<file path="src/rtl/alu_pkg.sv">
// Shared definitions for the ALU instruction sequencer: op codes, flag bit positions,
// and sequencer state encodings.
package alu_pkg;
    localparam logic [2:0] OP_ADD = 3'd0;
    localparam logic [2:0] OP_RSH = 3'd1;
    localparam logic [2:0] OP_LSH = 3'd2;
    localparam logic [2:0] OP_DEC = 3'd3;
    localparam logic [2:0] OP_AND = 3'd4;
    localparam logic [2:0] OP_OR  = 3'd5;
    localparam logic [2:0] OP_XOR = 3'd6;
    localparam logic [2:0] OP_CMP = 3'd7;

    localparam int FLAG_C  = 3;
    localparam int FLAG_AL = 2;
    localparam int FLAG_EQ = 1;
    localparam int FLAG_Z  = 0;

    // ST_ILL is the single wait cycle before an illegal instruction reports back.
    typedef enum logic [2:0] {
        ST_IDLE = 3'd0,
        ST_S4   = 3'd1,
        ST_S5   = 3'd2,
        ST_S6   = 3'd3,
        ST_ILL  = 3'd4
    } state_t;
endpackage

</file>
<file path="src/rtl/alu.sv">
// Combinational ALU. Shifts and ADD use c_in; a_larger/equal only report on CMP,
// and CMP yields A^B so zero also flags equality.
module alu
    import alu_pkg::*;
#(
    parameter int WIDTH = 8
) (
    input  logic [WIDTH-1:0] a,
    input  logic [WIDTH-1:0] b,
    input  logic             c_in,
    input  logic [2:0]       op,
    output logic [WIDTH-1:0] c,
    output logic             c_out,
    output logic             a_larger,
    output logic             equal,
    output logic             zero
);
    always_comb begin
        c        = '0;
        c_out    = 1'b0;
        a_larger = 1'b0;
        equal    = 1'b0;
        case (op)
            OP_ADD: {c_out, c} = {1'b0, a} + {1'b0, b} + {{WIDTH{1'b0}}, c_in};
            OP_RSH: begin c = {c_in, a[WIDTH-1:1]}; c_out = a[0]; end
            OP_LSH: begin c = {a[WIDTH-2:0], c_in}; c_out = a[WIDTH-1]; end
            // DEC reports a borrow when wrapping from zero.
            OP_DEC: begin c = a - {{(WIDTH-1){1'b0}}, 1'b1}; c_out = (a == '0); end
            OP_AND: c = a & b;
            OP_OR:  c = a | b;
            OP_XOR: c = a ^ b;
            default: begin
                c        = a ^ b;
                a_larger = (a > b);
                equal    = (a == b);
            end
        endcase
        zero = (c == '0);
    end
endmodule

</file>
<file path="src/rtl/alu_instr_sequencer.sv">
// Steps one ALU instruction through TMP<-Rb, ACC<-ALU(Ra,TMP), Rb<-ACC and latches flags.
// Owns the register file, TMP, ACC and flag register.
module alu_instr_sequencer
    import alu_pkg::*;
#(
    parameter int WIDTH = 8,
    parameter int NREG  = 4,
    localparam int AW   = $clog2(NREG)
) (
    input  logic             clk,
    input  logic             rst_n,
    input  logic             start,
    output logic             ready,
    input  logic [7:0]       instr,
    input  logic             clf,
    input  logic             wr_en,
    input  logic [AW-1:0]    wr_addr,
    input  logic [WIDTH-1:0] wr_data,
    input  logic [AW-1:0]    rd_addr,
    output logic [WIDTH-1:0] rd_data,
    output logic [3:0]       flags,
    output logic             done,
    output logic             illegal
);
    state_t                      state;
    logic [6:0]                  instr_q;
    logic [NREG-1:0][WIDTH-1:0]  regs;
    logic [WIDTH-1:0]            tmp, acc, alu_c;
    logic                        alu_cout, alu_al, alu_eq, alu_z;
    logic [2:0]                  op;
    logic [AW-1:0]               ra, rb;

    assign op      = instr_q[6:4];
    assign ra      = instr_q[3:2];
    assign rb      = instr_q[1:0];
    assign ready   = (state == ST_IDLE);
    assign rd_data = regs[rd_addr];

    alu #(.WIDTH(WIDTH)) u_alu (
        .a(regs[ra]), .b(tmp), .c_in(flags[FLAG_C]), .op(op),
        .c(alu_c), .c_out(alu_cout), .a_larger(alu_al), .equal(alu_eq), .zero(alu_z)
    );

    always_ff @(posedge clk or negedge rst_n) begin
        if (!rst_n) begin
            state   <= ST_IDLE;
            instr_q <= '0;
            regs    <= '0;
            tmp     <= '0;
            acc     <= '0;
            flags   <= '0;
            done    <= 1'b0;
            illegal <= 1'b0;
        end else begin
            done    <= 1'b0;
            illegal <= 1'b0;
            case (state)
                ST_IDLE: begin
                    // A same-cycle preload lands before S4 reads the register file.
                    if (wr_en) regs[wr_addr] <= wr_data;
                    if (start) begin
                        instr_q <= instr[6:0];
                        state   <= instr[7] ? ST_S4 : ST_ILL;
                    end else if (clf) begin
                        flags <= '0;
                    end
                end
                ST_S4: begin
                    tmp   <= regs[rb];
                    state <= ST_S5;
                end
                ST_S5: begin
                    acc   <= alu_c;
                    flags <= {alu_cout, alu_al, alu_eq, alu_z};
                    state <= ST_S6;
                end
                ST_S6: begin
                    if (op != OP_CMP) regs[rb] <= acc;
                    done  <= 1'b1;
                    state <= ST_IDLE;
                end
                ST_ILL: begin
                    done    <= 1'b1;
                    illegal <= 1'b1;
                    state   <= ST_IDLE;
                end
                default: state <= ST_IDLE;
            endcase
        end
    end
endmodule
</file>
<file path="config.mk">
export PLATFORM = sky130hd
export DESIGN_NAME = alu_instr_sequencer
export DESIGN_NICKNAME = d
export VERILOG_FILES = /design/src/rtl/alu_pkg.sv /design/src/rtl/alu.sv /design/src/rtl/alu_instr_sequencer.sv
export SDC_FILE = /design/constraint.sdc
export NUM_CORES = 1
export LEC_CHECK = 0
export BUFFER_PORTS_ARGS = -buffer_cell sky130_fd_sc_hd__buf_2
export CAP_MARGIN = 40
export CORE_MARGIN = 3
export CORE_UTILIZATION = 55
export CTS_CLUSTER_SIZE = 28
export DETAILED_ROUTE_END_ITERATION = 16
export MAX_ROUTING_LAYER = met4
export PLACE_DENSITY = 0.82
export SLEW_MARGIN = 20
export SYNTH_ARGS = -nofsm -noshare
export SYNTH_HDL_FRONTEND = slang
export SYNTH_HIERARCHICAL = 1
export SYNTH_SLANG_ARGS = --single-unit
export TNS_END_PERCENT = 10
</file>
<file path="constraint.sdc">
create_clock -name clk -period 4.9 [get_ports clk]
set_clock_uncertainty 0.05 [all_clocks]
set_input_delay 0.245 -clock clk [delete_from_list [all_inputs] [get_ports clk]]
set_output_delay 0.245 -clock clk [all_outputs]
set_load 0.005 [all_outputs]
</file>
==> results.sh, run 1 <==
export IMPL_avgSynthCellArea_sq_um=11.73
export IMPL_path_max_fanout=9
export IMPL_cts_max_level=3
export IMPL_cap_violations=0
export IMPL_cts_resized=0
export IMPL_async_reset_ff_frac=1.000
export IMPL_grt_max_degree=65
export IMPL_hold_violations=0
export IMPL_final_layout_size_suffix_gt1_frac=0.3450
export IMPL_port_buffers=39
export IMPL_wirelength_um=12190
export IMPL_synth_edf_count=0
export IMPL_synth_seq_cells=64
export IMPL_start_util=0.5823
export IMPL_pre_cts_slack_ps=960.3
export IMPL_period_needed_ps=3909
export IMPL_fin_nets=506
export IMPL_clock_sinks=64
export IMPL_synthAdderAreaFrac=0.07449
export IMPL_synthMuxAreaShare=0.2518
export IMPL_critical_path_class="flip-flop to flip-flop"
export IMPL_num_vias=3722
export IMPL_coreArea_sq_mm=0.008423
export IMPL_synthCells=418
export IMPL_clk_latency_ps=340
export IMPL_io_pins=40
export IMPL_die_h_um=100.4
export IMPL_area_growth_pct=9.464
export IMPL_powerDensity_mw_per_mm2=666.0
export IMPL_critPathArrivalTime_ps=4080
export IMPL_wl_per_cell_um=21.65
export IMPL_die_w_um=100.4
export IMPL_rsz0062_at_grt="false"
export IMPL_crit_path_end_kind="flip-flop"
export IMPL_wl_met2_um=5999
export IMPL_overflow=0
export IMPL_rows=33
export IMPL_cts_setup_buffers=0
export IMPL_setup_viol=0
export IMPL_finalInstanceArea_sq_mm=0.005369
export IMPL_yosys_area_share_xor_xnor=0.008929
export IMPL_finalCritPeriodShare=0.7977
export IMPL_maxUsedRoutingLayer="met4"
export IMPL_wl_met3_um=816
export IMPL_worstHoldPathType="input pin to flip-flop"
export IMPL_max_vdd_ir_drop_mv=0.4192
export IMPL_synth_compound_area_frac=0.1842
export IMPL_cts_tree="yes"
export IMPL_die_area_sq_mm=0.01009
export IMPL_run_status="finished, final reports clean"
export IMPL_grt_use_total=0.2657
export IMPL_drc=0
export IMPL_setup_ws_ps=991.1
export IMPL_ant_nets=0
export IMPL_final_core_util=0.6374
export IMPL_n_antenna_cell=0
export IMPL_synth_cell_type_count=74
export IMPL_ys_warn_count=6
export IMPL_cts_root_buf="clkbuf_8"
export IMPL_cts_max_path_buffers=2
export IMPL_fin_tns_setup_ps=0
export IMPL_ys_flop_type="dfrtp_1"
export IMPL_drv_slew=0
export IMPL_met1_length_um=5096
export IMPL_first_iter_violations=239
export IMPL_relSlewSlack=0.4835
export IMPL_startpoint_type="flip-flop"
export IMPL_grt_pass1_wl_um=20480
export IMPL_placed_area_sq_mm=0.005119
export IMPL_max_freq_ghz=0.2558
export IMPL_grt_pass1_vias=3799
export IMPL_dp_hpwl_um=9118
export IMPL_ys_seq_area_frac=0.3265
export IMPL_vias_per_cell=6.611
export IMPL_syn_area_sq_mm=0.004905
export IMPL_dr_pass1_iters=4
export IMPL_syn_nets=471
export IMPL_worst_ep_required_time_ps=5070
export IMPL_path_clk_slew_ps=70
export IMPL_cts_buffers=9
export IMPL_power_total_uw=3576
export IMPL_synth_simple_area_share=0.1064
export IMPL_synth_top_family_by_area="multiplexers"
export IMPL_max_slew_worst_pin_slew_ps=774.8
export IMPL_globalplace_congestion=0.9647
export IMPL_antenna_found_initial=0
export IMPL_p_leak_uw=0.002415
logic make-up (layout without fill, tap and decap cells):
| family | Yosys count | in the layout |
|---|---|---|
| and+or+nand+nor | 80 | 80 |
| AOI/OAI and AO/OA | 110 | 110 |
| adders and majority gates | 28 | 28 |
| DFF | 64 | 64 |
| buffers and inverters | 50 | 90 |
| xor gates and xnor gates | 5 | 5 |
| muxes | 81 | 81 |
metal layers:
metal	vias up	global-route usage
met1	1876	0.3583
met2	144	0.4123
met5	-	-
met3	27	0.04100
li1	1675	-
met4	0	0.09119
state kept, by name, indices dropped and copies added (netlist names):
| register | cells |
|---|---|
| regs | 32 |
| acc | 8 |
| tmp | 8 |
| instr_q | 7 |
| flags | 4 |
| state | 3 |
| done | 1 |
| illegal | 1 |
worst paths after layout:
path                            startpoint    endpoint  slack, ps  depth (start not counted)
worst min register to register    flags[2]    flags[2]        450                          1
worst max register to register  instr_q[2]    flags[3]        990                         11
min in group asynchronous            rst_n  instr_q[0]        390                          3
max in group asynchronous            rst_n      tmp[2]       3880                          4
worst min-delay path              instr[0]  instr_q[0]         90                          2
worst max-delay path            instr_q[2]    flags[3]        990                         11
per-stage QoR:
step / cells / hold WS (ps)
floorplan: 418 / -100.6
global placement: 540 / 367.5
detailed placement: 541 / 370.6
CTS: 557 / 3.397
global route: 563 / 76.39
finish: 563 / 89.01
repair_timing:
action,CTS,global route
endpoints found under the hold margin,0,27
setup endpoints to repair,0,0
hold buffers,0,2
where the power goes:
group | internal (uW) | total, uW | switching [uW]
logic | 1040 | 2160 | 1120
clock network | 183 | 389 | 206
registers | 714 | 1020 | 310
critical path, stage by stage (launching register included):
cell       delay [ps]
dfrtp_1           680
mux4_2            710
fa_1              520
inv_1             100
fa_1              210
nor2b_1            70
o31a_1            250
o31a_1            290
a21o_1            180
a2111oi_0         410
nor3_1            100
a22o_1            220
cell type report:
type,count,area (sq um)
well taps,105,131.4
inverters,27,101.3
multi-input cells,304,3074
clock inverters,5,33.78
repair buffers,47,295.3
clock buffers,11,131.4
flip-flops and latches,64,1602
fillers,670,3054
cell usage after synthesis (10+ instances only):
cell	instances	area [sq um]
mux4_2	26	585.6
inv_1	27	101.4
nor2_1	17	63.81
mux2_1	13	146.4
a21oi_1	13	65.06
nand2_1	10	37.54
ha_1	26	325.3
buf_2	13	65.06
a22o_1	19	166.4
o2bb2ai_1	12	105.1
mux2_2	34	382.9
dfrtp_1	64	1602
cells in the final DEF, fill, tap and decap left out, types with 4 or more instances in the layout:
cell type and instances:
a211oi_1 4, a21o_1 4, a21oi_1 13, a22o_1 19
a22o_2 5, buf_2 39, clkbuf_8 9, dfrtp_1 64
ha_1 26, inv_1 27, mux2_1 13, mux2_2 34
mux2_4 8, mux4_2 26, nand2_1 10, nand2b_1 6
nand3_1 4, nor2_1 17, nor2b_1 8, nor3_1 4
o21ai_0 7, o2bb2ai_1 12, or3_1 4, xnor2_1 4
No activity file was read; power rests on OpenSTA's default activity.
==> inputs of run 2 (changes only) <==
--- a/config.mk
+++ b/config.mk
@@ -5,6 +5,7 @@
 export SDC_FILE = /design/constraint.sdc
 export NUM_CORES = 1
 export LEC_CHECK = 0
+export ABC_AREA = 1
 export BUFFER_PORTS_ARGS = -buffer_cell sky130_fd_sc_hd__buf_2
 export CAP_MARGIN = 40
 export CORE_MARGIN = 3
@@ -12,7 +13,7 @@
 export CTS_CLUSTER_SIZE = 28
 export DETAILED_ROUTE_END_ITERATION = 16
 export MAX_ROUTING_LAYER = met4
-export PLACE_DENSITY = 0.82
+export PLACE_DENSITY = 0.85
 export SLEW_MARGIN = 20
 export SYNTH_ARGS = -nofsm -noshare
 export SYNTH_HDL_FRONTEND = slang
==> constraint.sdc (replaced) <==
create_clock -name clk -period 3.2 [get_ports clk]
set_clock_uncertainty 0.05 [all_clocks]
set_input_delay 0.16 -clock clk [delete_from_list [all_inputs] [get_ports clk]]
set_output_delay 0.16 -clock clk [all_outputs]
set_load 0.005 [all_outputs]
==> results.sh, run 2 <==
export IMPL_grt_max_degree=38
export IMPL_synth_edf_count=0
export IMPL_antenna_found_initial=0
export IMPL_seqPwrFrac=0.255
export IMPL_fin_nets=939
export IMPL_final_layout_size_suffix_gt1_frac=0.1279
export IMPL_worstHoldPathType="input pin to flip-flop"
export IMPL_critical_path_class="flip-flop to flip-flop"
export IMPL_cts_tree="yes"
export IMPL_path_clk_slew_ps=70
export IMPL_vias_per_cell=5.672
export IMPL_max_freq_ghz=0.3425
export IMPL_avgSynthCellArea_sq_um=6.384
export IMPL_top_regs="regs (32), acc (8), tmp (8)"
export IMPL_clk_latency_ps=350
export IMPL_p_leak_uw=0.003301
export IMPL_cts_max_level=3
export IMPL_rows=35
export IMPL_synth_seq_cells=64
export IMPL_rr_worst_depth=17
export IMPL_overflow=0
export IMPL_finalCritPeriodShare=0.9125
export IMPL_die_h_um=104.4
export IMPL_path_max_fanout=10
export IMPL_r2r_start="instr_q[3]"
export IMPL_synthTopCellsByArea="dfrtp_1 (30%), nand2_1 (20%), nand3_1 (11%)"
export IMPL_power_total_uw=6684
export IMPL_p_switching_uw=3664
export IMPL_largest_register="regs"
export IMPL_yosysMostFrequentCell="nand2_1"
export IMPL_ff2ff_setup_slack_ps=280
export IMPL_startpoint_type="flip-flop"
export IMPL_clkPwrFrac=0.133
export IMPL_cap_violations=0
export IMPL_combPwrFrac=0.612
export IMPL_coreArea_sq_mm=0.009328
export IMPL_globalplace_congestion=1.020
export IMPL_run_status="finished, final reports clean"
export IMPL_hold_violations=0
export IMPL_r2r_end="flags[0]"
export IMPL_max_vdd_ir_drop_mv=0.5628
export IMPL_yosys_area_top_type="dfrtp_1"
export IMPL_crit_path_start="instr_q[3]"
export IMPL_synthTopCellsByCount="nand2_1 (278), nand3_1 (122), nor2_1 (87)"
export IMPL_num_vias=5785
export IMPL_dp_hpwl_um=12490
export IMPL_worst_ep_required_time_ps=3440
export IMPL_synthCells=834
export IMPL_fin_tns_setup_ps=0
export IMPL_max_slew_worst_pin_slew_ps=697.5
export IMPL_drc=0
export IMPL_syn_area_sq_mm=0.005324
export IMPL_wl_per_cell_um=16.37
export IMPL_first_iter_violations=593
export IMPL_io_pins=40
export IMPL_switching_share=0.5482
export IMPL_clock_sinks=64
export IMPL_largest_reg_flops=32
export IMPL_cts_buffers=9
export IMPL_area_growth_pct=12.83
export IMPL_powerDensity_mw_per_mm2=1113
export IMPL_n_antenna_cell=0
export IMPL_grt_pass1_vias=5300
export IMPL_async_reset_ff_frac=1.000
export IMPL_period_needed_ps=2920
export IMPL_relSlewSlack=0.5345
export IMPL_dr_pass1_iters=6
export IMPL_cts_max_path_buffers=2
export IMPL_setup_viol=0
export IMPL_critical_path_endpoint="flags[0]"
export IMPL_synth_cell_type_count=32
export IMPL_final_common_cell="nand2_1"
export IMPL_crit_path_end_kind="flip-flop"
export IMPL_cts_root_buf="clkbuf_8"
export IMPL_grt_use_total=0.3223
export IMPL_drv_slew=0
export IMPL_rsz0062_at_grt="false"
export IMPL_port_buffers=39
export IMPL_cts_setup_buffers=0
export IMPL_grt_pass1_wl_um=27460
export IMPL_ys_warn_count=6
export IMPL_ys_seq_area_frac=0.3008
export IMPL_p_int_uw=3020
export IMPL_critPathArrivalTime_ps=3160
export IMPL_yosys_area_top_type_share=0.3008
export IMPL_fillers=891
export IMPL_ys_flop_type="dfrtp_1"
export IMPL_die_area_sq_mm=0.01090
export IMPL_die_w_um=104.4
export IMPL_layout_common_cells="nand2_1 (278), nand3_1 (122), nor2_1 (87), inv_1 (74), dfrtp_1 (64)"
export IMPL_syn_nets=887
export IMPL_ant_nets=0
export IMPL_hold_ws_ps=12.96
export IMPL_wirelength_um=16700
export IMPL_start_util=0.5708
## run 2: cell types whose count changed in the layout (fill, tap and decap cells not counted), moves of 15 or more
cell / change
a21oi_1: +17
a22o_1: -19
buf_4: +15
inv_1: +47
mux2_2: -34
mux4_2: -26
nand2_1: +268
nand3_1: +118
nor2_1: +70
o21ai_0: +49
## run 2: metrics by stage
| stage | std cells | cell area, sq um | util | worst slack (ps) |
|---|---|---|---|---|
| CTS | 1020 | 5997 | 0.6429 | 186.3 |
| global route | 1020 | 6007 | 0.6440 | 1.974 |
| floorplan | 834 | 5324 | - | 279.0 |
| global placement | 998 | 5674 | 0.6083 | 262.0 |
| finish | 1020 | 6007 | 0.6440 | 279.9 |
| detailed placement | 999 | 5694 | 0.6105 | 204.3 |
## run 2: critical path, cell delays in order (launching register included)
cell	delay, ps
dfrtp_1	450
inv_1	240
o21ai_0	130
o22ai_1	250
inv_1	190
ha_1	400
nand2_1	110
nand2_1	140
nand3_1	90
nand3_1	90
nand2_1	50
inv_1	40
nand3_1	180
nor2_1	150
nand3_1	80
nor2_1	100
nand2_1	60
nand2_1	80
## run 2: worst min path at each step
stage / start / endpoint / slack [ps] / cells after the start
after floorplan: rst_n / acc[0] / -190 / 0
after global placement: rst_n / regs[1] / 270 / 1
after detailed placement: rst_n / regs[1] / 30 / 1
after CTS: instr[0] / instr_q[0] / 4 / 3
after global routing: instr[0] / instr_q[0] / 20 / 3
final: instr[0] / instr_q[0] / 10 / 3
## run 2: what timing repair did
action	in CTS	in global routing
setup endpoints to repair	0	3
hold buffers	5	0
resized for setup	0	3
hold endpoints to repair	42	0
## run 2: power by group through the flow
stage | registers (uW) | clock network (uW) | logic (uW)
floorplan | 1430 | 0 | 2910
global placement | 1690 | 0 | 3910
detailed placement | 1690 | 0 | 3940
CTS | 1680 | 900 | 3980
global route | 1740 | 937 | 4590
finish | 1710 | 886 | 4090
## run 2: layout make-up
| cell class | instances | area [sq um] | area share |
|---|---|---|---|
| Sequential cell | 64 | 1602 | 0.2666 |
| Clock buffer | 10 | 137.6 | 0.02291 |
| Tap cell | 129 | 161.4 | 0.02687 |
| Clock inverter | 6 | 115.1 | 0.01916 |
| Timing Repair Buffer | 62 | 392.9 | 0.06540 |
| Inverter | 85 | 322.8 | 0.05374 |
| Multi-Input combinational cell | 664 | 3276 | 0.5453 |
## run 2: logic make-up after synthesis
group | after synthesis | share of synthesized area
flip-flops | 64 | 0.3008
adder cells (fa/ha/maj) | 28 | 0.06863
AO/OA/AOI/OAI | 103 | 0.1013
buffers and inverters | 106 | 0.08507
XOR/XNOR | 1 | 0.001645
AND/OR/NAND/NOR | 532 | 0.4425
## run 2: layer usage
layer,global-route usage,routed length [um]
met1,0.4392,6990
met3,0.05028,1456
met4,0.1035,483
met2,0.4935,7766
met5,-,0
==> inputs of run 3 (changes only) <==
--- a/config.mk
+++ b/config.mk
@@ -10,6 +10,7 @@
 export CAP_MARGIN = 40
 export CORE_MARGIN = 3
 export CORE_UTILIZATION = 55
+export CTS_BUF_LIST = sky130_fd_sc_hd__clkbuf_8
 export CTS_CLUSTER_SIZE = 28
 export DETAILED_ROUTE_END_ITERATION = 16
 export MAX_ROUTING_LAYER = met4
@@ -17,6 +18,5 @@
 export SLEW_MARGIN = 20
 export SYNTH_ARGS = -nofsm -noshare
 export SYNTH_HDL_FRONTEND = slang
-export SYNTH_HIERARCHICAL = 1
 export SYNTH_SLANG_ARGS = --single-unit
 export TNS_END_PERCENT = 10
==> results.sh, run 3 <==
export IMPL_antenna_found_initial=0
export IMPL_path_clk_slew_ps=80
export IMPL_fillers=803
export IMPL_start_util=0.5682
export IMPL_worstPathCellList="inv_1 -> buf_4 -> nand3_1 -> nand2_1 -> ha_1 -> nand2_1 -> nand2_1 -> a21oi_1 -> nand2b_1 -> nand2_1 -> nand2_1 -> nand3_1 -> nand2_1 -> inv_1 -> nand2_1 -> nand2_1 -> nand3_1 -> nand2_1"
export IMPL_max_vdd_ir_drop_mv=0.6184
export IMPL_syn_nets=776
export IMPL_drc=0
export IMPL_max_slew_worst_pin_slew_ps=751.6
export IMPL_cts_max_path_buffers=2
export IMPL_first_iter_violations=435
export IMPL_overflow=0
export IMPL_worstHoldPathType="input pin to flip-flop"
export IMPL_max_freq_ghz=0.3468
export IMPL_coreArea_sq_mm=0.008763
export IMPL_wirelength_um=16030
export IMPL_grt_pass1_vias=4892
export IMPL_met2_usage=0.5201
export IMPL_finalCritPeriodShare=0.9010
export IMPL_synth_cell_type_count=40
export IMPL_setup_viol=0
export IMPL_clock_sinks=64
export IMPL_p_leak_uw=0.002747
export IMPL_cts_root_buf="clkbuf_8"
export IMPL_yosys_area_top_type_share=0.3216
export IMPL_fin_nets=821
export IMPL_cts_max_level=3
export IMPL_grt_pass1_wl_um=25470
export IMPL_fin_tns_setup_ps=0
export IMPL_ys_seq_area_frac=0.3216
export IMPL_n_antenna_cell=0
export IMPL_synth_seq_cells=64
export IMPL_area_growth_pct=10.63
export IMPL_globalplace_congestion=0.9541
export IMPL_clk_latency_ps=350
export IMPL_worst_ep_required_time_ps=3380
export IMPL_die_h_um=101.2
export IMPL_syn_area_sq_mm=0.004980
export IMPL_grt_busiest_layer="met2"
export IMPL_grt_max_degree=35
export IMPL_pre_cts_slack_ps=374.1
export IMPL_die_area_sq_mm=0.01023
export IMPL_synthCells=719
export IMPL_critical_path_class="flip-flop to flip-flop"
export IMPL_synth_edf_count=0
export IMPL_rows=34
export IMPL_setup_ws_ps=316.6
export IMPL_hold_violations=0
export IMPL_port_buffers=39
export IMPL_yosys_area_top_type="dfrtp_1"
export IMPL_final_common_cell="nand2_1"
export IMPL_cts_setup_buffers=0
export IMPL_largest_reg_flops=32
export IMPL_regArea_sq_mm=0.001602
export IMPL_largest_register="regs"
export IMPL_async_reset_ff_frac=1.000
export IMPL_power_total_uw=6017
export IMPL_period_needed_ps=2883
export IMPL_grt_use_total=0.3327
export IMPL_cts_buffers=9
export IMPL_io_pins=40
export IMPL_avgSynthCellArea_sq_um=6.926
export IMPL_cts_tree="yes"
export IMPL_powerDensity_mw_per_mm2=1092
export IMPL_grt_use_met3=0.04477
export IMPL_top_regs="regs (32), acc (8), tmp (8)"
export IMPL_run_status="finished, final reports clean"
export IMPL_cap_violations=0
export IMPL_num_vias=5086
export IMPL_layout_common_cells="nand2_1 (188), inv_1 (95), nor2_1 (75), dfrtp_1 (64), a21oi_1 (55)"
export IMPL_crit_path_top_delay_cell="dfrtp_1"
export IMPL_dp_hpwl_um=12380
export IMPL_crit_path_end_kind="flip-flop"
export IMPL_drv_slew=0
export IMPL_synthTopCellsByArea="dfrtp_1 (32%), nand2_1 (14%), ha_1 (7.5%)"
export IMPL_wl_per_cell_um=18.27
export IMPL_relSlewSlack=0.4989
export IMPL_dr_pass1_iters=5
export IMPL_multi_input_area_sq_mm=0.002895
export IMPL_final_layout_size_suffix_gt1_frac=0.1365
export IMPL_cp_common_cell="nand2_1"
export IMPL_ys_flop_type="dfrtp_1"
export IMPL_cp_slowest_stage_delay_ps=510
export IMPL_path_max_fanout=10
export IMPL_rsz0062_at_grt="false"
export IMPL_ys_warn_count=0
export IMPL_synthTopCellsByCount="nand2_1 (188), inv_1 (94), nor2_1 (75)"
export IMPL_use_met1=0.4343
export IMPL_ant_nets=0
export IMPL_yosysMostFrequentCell="nand2_1"
export IMPL_vias_per_cell=5.799
export IMPL_die_w_um=101.2
export IMPL_startpoint_type="flip-flop"
export IMPL_critPathArrivalTime_ps=3060
-- run 3: changes by cell type after synthesis, moves of 8 or more --
cell / delta
mux2_2: +8
inv_1: +19
a21oi_1: +25
nand2_4: -9
nand2_1: -90
nor2_1: -12
o21ai_0: -11
nand3_1: -73
o22ai_1: +12
-- run 3: where the power goes --
part | switching (uW) | leakage, uW | internal, uW | total (uW)
Sequential | 420 | 0.000817 | 1130 | 1550
Combinational | 2510 | 0.00183 | 1230 | 3740
Clock | 342 | 0.000104 | 384 | 726
-- run 3: critical path: cells and delay by family, from the launching register on --
kind	cells	cell delay [ps]
DFF	1	510
adders and majority gates	1	410
and+or+nand+nor	13	1220
AOI/OAI and AO/OA	1	250
buffers and inverters	3	330
-- run 3: area by class of cell --
| cell class | count | share of cell area |
|---|---|---|
| Clock buffer | 10 | 0.02498 |
| Clock inverter | 6 | 0.01226 |
| Inverter | 98 | 0.06723 |
| Multi-Input combinational cell | 538 | 0.5256 |
| Sequential cell | 64 | 0.2907 |
| Tap cell | 108 | 0.02453 |
| Timing Repair Buffer | 53 | 0.05474 |
-- run 3: per-stage QoR --
| step | area [sq um] | hold WS, ps | instances | utilization |
|---|---|---|---|---|
| floorplan | 4980 | -185.6 | 719 | - |
| global placement | 5280 | 199.5 | 858 | 0.6025 |
| detailed placement | 5284 | 215.6 | 859 | 0.6029 |
| CTS | 5509 | 9.689 | 877 | 0.6286 |
| global route | 5509 | 9.067 | 877 | 0.6286 |
| finish | 5509 | 13.89 | 877 | 0.6286 |
-- run 3: repair_timing --
action | CTS | global route
gates resized for setup | 0 | 0
hold endpoints to repair | 31 | 0
hold buffers | 2 | 0
endpoints found under the setup margin | 0 | 0
-- run 3: cell families after synthesis --
group	after synthesis	share of synthesized area
muxes	8	0.01809
AOI/OAI and AO/OA	158	0.1879
buffers and inverters	117	0.09698
adders and majority gates	32	0.08342
and+or+nand+nor	340	0.2920
DFF	64	0.3216
-- run 3: routing by layer --
| layer | up-vias | part of all wire |
|---|---|---|
| met3 | 48 | 0.071 |
| li1 | 2444 | - |
| met5 | - | 0 |
| met2 | 250 | 0.47 |
| met4 | 0 | 0.040 |
| met1 | 2344 | 0.42 |
-- run 3: path summary, 6_finish.rpt --
check / depth (start not counted) / endpoint / startpoint / slack (ps)
setup / recovery: 18 / flags[0] / instr_q[3] / 320
hold / removal: 3 / instr_q[0] / instr[0] / 10
setup reg to reg: 18 / flags[0] / instr_q[3] / 320
hold reg to reg: 2 / flags[1] / flags[1] / 440
max in group asynchronous: 3 / acc[7] / rst_n / 1780
min in group asynchronous: 2 / regs[29] / rst_n / 370
